$ cat config.mk
export PLATFORM = sky130hd
export DESIGN_NAME = vend_txn_ctrl
export DESIGN_NICKNAME = d
export VERILOG_FILES = /design/src/rtl/vend_txn_ctrl.sv
export SDC_FILE = /design/constraint.sdc
export NUM_CORES = 1
export LEC_CHECK = 0
export BUFFER_PORTS_ARGS = -buffer_cell sky130_fd_sc_hd__buf_2
export CAP_MARGIN = 20
export CELL_PAD_IN_SITES_DETAIL_PLACEMENT = 0
export CELL_PAD_IN_SITES_GLOBAL_PLACEMENT = 1
export CORE_ASPECT_RATIO = 0.6
export CORE_MARGIN = 4
export CORE_UTILIZATION = 46
export CTS_CLUSTER_SIZE = 28
export DETAILED_ROUTE_END_ITERATION = 10
export PLACE_DENSITY = 0.82
export SETUP_SLACK_MARGIN = 0.02
export SYNTH_ARGS = -nofsm -noshare
export SYNTH_HDL_FRONTEND = slang
export SYNTH_SLANG_ARGS = --single-unit
export TNS_END_PERCENT = 30
$ cat constraint.sdc
create_clock -name clk -period 5.7 [get_ports clk]
set_input_delay 0.57 -clock clk [delete_from_list [all_inputs] [get_ports clk]]
set_output_delay 0.57 -clock clk [all_outputs]
set_load 0.02 [all_outputs]
$ cat src/rtl/vend_txn_ctrl.sv
// Coin vending transaction controller: collects credit, runs the dispenser
// req/ack handshake, then pays out change or a refund one unit per acknowledge.
module vend_txn_ctrl #(
    parameter int unsigned PRICE      = 3,
    parameter int unsigned MAX_CREDIT = 7,
    parameter int unsigned CW         = 3,
    parameter int unsigned TIMEOUT    = 255,
    parameter int unsigned TW         = 8
) (
    input  logic          clk,
    input  logic          rst,
    input  logic          coin_valid,
    input  logic [1:0]    coin,
    input  logic          cancel,
    input  logic          disp_ack,
    input  logic          change_ack,
    output logic          disp_req,
    output logic          change_req,
    output logic          coin_reject,
    output logic          vend_done,
    output logic [CW-1:0] credit,
    output logic          busy
);

    typedef enum logic [1:0] {
        IDLE     = 2'd0,
        COLLECT  = 2'd1,
        DISPENSE = 2'd2,
        CHANGE   = 2'd3
    } state_t;

    localparam logic [CW:0]   MAX_W     = (CW+1)'(MAX_CREDIT);
    localparam logic [CW:0]   PRICE_W   = (CW+1)'(PRICE);
    localparam logic [CW-1:0] PRICE_CW  = CW'(PRICE);
    localparam logic [TW-1:0] TIMEOUT_W = TW'(TIMEOUT);

    state_t        state_q, state_d;
    logic [CW-1:0] credit_q, credit_d;
    logic [TW-1:0] tmo_cnt_q, tmo_cnt_d;
    logic          vended_q, vended_d;
    logic          coin_reject_q, coin_reject_d;
    logic          vend_done_q, vend_done_d;

    logic [CW:0]   coin_val;
    logic [CW:0]   credit_sum;
    logic          coin_ok;
    logic          coin_fits;
    logic [TW-1:0] tmo_inc;

    // Sum is one bit wider than credit so an overflowing coin is caught, not wrapped.
    always_comb begin
        coin_val = '0;
        if (coin == 2'b01) begin
            coin_val = (CW+1)'(1);
        end else if (coin == 2'b10) begin
            coin_val = (CW+1)'(2);
        end
    end

    assign coin_ok    = coin_valid && ((coin == 2'b01) || (coin == 2'b10));
    assign credit_sum = {1'b0, credit_q} + coin_val;
    assign coin_fits  = (credit_sum <= MAX_W);
    assign tmo_inc    = tmo_cnt_q + TW'(1);

    always_ff @(posedge clk) begin
        if (rst) begin
            state_q       <= IDLE;
            credit_q      <= '0;
            tmo_cnt_q     <= '0;
            vended_q      <= 1'b0;
            coin_reject_q <= 1'b0;
            vend_done_q   <= 1'b0;
        end else begin
            state_q       <= state_d;
            credit_q      <= credit_d;
            tmo_cnt_q     <= tmo_cnt_d;
            vended_q      <= vended_d;
            coin_reject_q <= coin_reject_d;
            vend_done_q   <= vend_done_d;
        end
    end

    always_comb begin
        state_d       = state_q;
        credit_d      = credit_q;
        tmo_cnt_d     = tmo_cnt_q;
        vended_d      = vended_q;
        coin_reject_d = 1'b0;
        vend_done_d   = 1'b0;

        case (state_q)
            IDLE, COLLECT: begin
                // Priority in COLLECT: cancel, then an accepted coin, then the timeout.
                if ((state_q == COLLECT) && cancel) begin
                    coin_reject_d = coin_valid;
                    state_d       = CHANGE;
                    vended_d      = 1'b0;
                    tmo_cnt_d     = '0;
                end else if (coin_ok && coin_fits) begin
                    credit_d  = credit_sum[CW-1:0];
                    tmo_cnt_d = '0;
                    state_d   = (credit_sum >= PRICE_W) ? DISPENSE : COLLECT;
                end else begin
                    coin_reject_d = coin_valid;
                    if (state_q == COLLECT) begin
                        if (tmo_inc == TIMEOUT_W) begin
                            state_d   = CHANGE;
                            vended_d  = 1'b0;
                            tmo_cnt_d = '0;
                        end else begin
                            tmo_cnt_d = tmo_inc;
                        end
                    end
                end
            end
            DISPENSE: begin
                coin_reject_d = coin_valid;
                if (disp_ack) begin
                    credit_d = credit_q - PRICE_CW;
                    if (credit_q != PRICE_CW) begin
                        state_d  = CHANGE;
                        vended_d = 1'b1;
                    end else begin
                        state_d     = IDLE;
                        vended_d    = 1'b0;
                        vend_done_d = 1'b1;
                    end
                end
            end
            CHANGE: begin
                coin_reject_d = coin_valid;
                if (change_ack) begin
                    credit_d = credit_q - CW'(1);
                    if (credit_q == CW'(1)) begin
                        state_d     = IDLE;
                        vend_done_d = vended_q;
                        vended_d    = 1'b0;
                    end
                end
            end
            default: begin
                state_d = IDLE;
            end
        endcase
    end

    // Request outputs decode straight from the state register, so they stay glitch-free.
    assign disp_req    = (state_q == DISPENSE);
    assign change_req  = (state_q == CHANGE);
    assign busy        = (state_q != IDLE);
    assign credit      = credit_q;
    assign coin_reject = coin_reject_q;
    assign vend_done   = vend_done_q;

endmodule

==> impl_metrics.ini <==
[status]
outcome = finished, final reports clean

[sta]
max_freq_ghz = 0.432
worst_slew_pin_slew_ns = 0.709
slew_violations = 0
fin_crit_sh_pct = 40.6
max_slew_margin_pct = 52.7
rsz0062_at_grt = no
timing.final.ws_setup_ns = 3.38
setup_viol = 0
skew_ns = 0.00141
layout_min_cycle_time_ns = 2.32
tns_ns = 0
hold_viol = 0

[clocking]
holdBufCountCts = 0
cts_buffers = 3
clock_path_buffers = 2
clk_latency_ns = 0.25
h-tree-depth = 1
cts_tree = built
cts_setup_buffers = 0
cts_root_buffer = clkbuf_8
cts_resized = 0
clk_pin_slew_ns = 0.06
clock_sinks = 16

[synth]
syn_avg_cell_area_sq_um = 8.67
ys.flop_type = dfxtp_1
netlist_instances = 136
synth.distinct_cells = 48
synth.yosys.seq_area_share_pct = 27.2
synth_edf_count = 0
async_reset_ff_share_pct = 0
synth_fp_nets = 155
yosys_warnings = 0
synth_seq_cells = 16
synth_area_sq_mm = 0.00118

[critical_path]
path_class = input pin to flop
cp_slowest_cell = fa_1
cp-end-kind = flop
path_buf_inv = 1
rrSetupSlack_ns = 3.59
crit_family = adder cells
path_common_cell = ha_1
cp_max_fo = 3
timing.critical_path.cells = buf_2 -> ha_1 -> ha_1 -> fa_1 -> xor2_1 -> a221o_1 -> a211oi_1 -> o221a_1 -> a211oi_2
worstPathArrival_ns = 2.43
max_stage_delay_ns = 0.39
worst_ep_required_time_ns = 5.81
r2r_cells = 6
regToRegStartpoint = credit[0]
cp-start-kind = input pin
r2r_end = state_q[1]

[pwr]
power_density_mw_per_mm2 = 231
p_int_mw = 0.202
power.total_mw = 0.304
p_seq_share_pct = 44.4
p_switching_mw = 0.102
irDropWorstVdd_mv = 0.155
swShare_pct = 33.7
combPwrFrac_pct = 28.0
p_leak_nw = 0.614
clock_power_share_pct = 27.5

[detailed_routing]
route.detailed.drc = 0
dr.pass1.iters = 4
first_iter_violations = 59
drt_wl_total_um = 2660
ant_nets = 0
routedWlPerCell_um = 14.7
routed-via-count = 1015
via_per_inst = 5.61

[floorplanning]
core_area_sq_mm = 0.00229
start_util_pct = 51.4
ios = 16
die_x_um = 73.4
rows = 13
die_y_um = 47.2
die_area_sq_mm = 0.00346

[global_route]
overflow = 0
track_usage_pct = 18.1
grt_pass1_vias = 932
grt_pass1_wl_um = 4620
antenna_found_initial = 0
grt_max_degree = 24

[final_layout]
n_antenna_cell = 0
fin_nets = 172
area_growth_pct = 11.8
n_fill_cell = 210
final_common_cell = dfxtp_1
drive_gt1_share_pct = 19.9
multi_input_area_sq_um = 798
final_cell_mix = dfxtp_1 (16), buf_2 (15), inv_1 (11)
seqCellArea_sq_um = 320

[place]
dp_hpwl_um = 2110
place.gp.congestion = 0.791
io_buffers = 15
dp_slack_ns = 3.13

[hold_path]
hold_path.class = flop to flop
hold_depth = 1
hp-start = tmo_cnt_q[6]
whs_endpoint = tmo_cnt_q[6]

[flow_run]
drv_cap = 0
## synthesized netlist by cell type, types with 2 or more instances
master	number	share of area (%)
a211o_1	2	1.5
a211oi_1	4	2.5
a21o_1	4	2.5
a21oi_1	7	3.0
a221o_1	2	1.7
a31oi_1	2	1.1
and3_1	3	1.6
buf_2	3	1.3
dfxtp_1	16	27
ha_1	10	11
inv_1	11	3.5
nand2_1	9	2.9
nand2b_1	5	2.7
nand3_1	5	2.1
nor2_1	9	2.9
nor2_2	2	1.1
nor3_1	4	1.7
o21a_1	2	1.3
o21ai_0	2	0.85
o2bb2ai_1	2	1.5
o31ai_1	2	1.3
or2_1	2	1.1
xor2_1	3	2.2
## worst max-delay path by stage
stage | from | endpoint | slack (ns) | cells after the start
floorplan | coin[1] | state_q[1] | 3.37 | 9
global route | coin[1] | state_q[1] | 3.26 | 10
finish | coin[0] | state_q[1] | 3.38 | 9
global placement | coin[0] | state_q[1] | 3.21 | 9
detailed placement | coin[0] | state_q[1] | 3.13 | 9
CTS | coin[0] | state_q[1] | 3.40 | 9
## per-layer routing
metal	track usage, %	up-vias	wire length, um
met5	0	-	0
met4	5.42	0	15
met3	5.13	2	97
met2	25.6	13	1040
met1	26.5	473	1510
li1	-	527	-
## power groups by stage
| stage | registers, mW | clock network (mW) | logic, mW |
|---|---|---|---|
| CTS | 0.135 | 0.0840 | 0.0849 |
| global route | 0.137 | 0.0900 | 0.0948 |
| floorplan | 0.132 | 0 | 0.0663 |
| detailed placement | 0.137 | 0 | 0.0845 |
| finish | 0.135 | 0.0838 | 0.0852 |
| global placement | 0.137 | 0 | 0.0822 |
## metrics by stage
step	util [%]	instances	hold WS (ns)	cell area, sq um
finish	57.4	181	0.515	1320
global route	57.4	181	0.553	1320
CTS	57.4	181	0.512	1320
detailed placement	55.6	178	0.490	1280
global placement	55.6	178	0.483	1280
floorplan	-	136	0.463	1180
## sequential cells by signal (all words and copies together), names as in the netlist
name	count
coin_reject	1
vended_q	1
vend_done	1
tmo_cnt_q	8
state_q	2
credit	3
## logic make-up after synthesis
kind of cell | synth area share [%]
AND/OR/NAND/NOR | 25.1
AO/OA/AOI/OAI | 25.6
flip-flops | 27.2
buffers and inverters | 5.09
adder cells (fa/ha/maj) | 12.3
XOR/XNOR | 2.97
multiplexers | 1.80
## layout make-up
cell class                      count  share of cell area [%]
Clock buffer                        3                    3.13
Inverter                           12                    3.42
Timing Repair Buffer               15                    5.70
Sequential cell                    16                    24.3
Multi-Input combinational cell    105                    60.6
Tap cell                           30                    2.85
No activity file was read; power rests on OpenSTA's default activity.
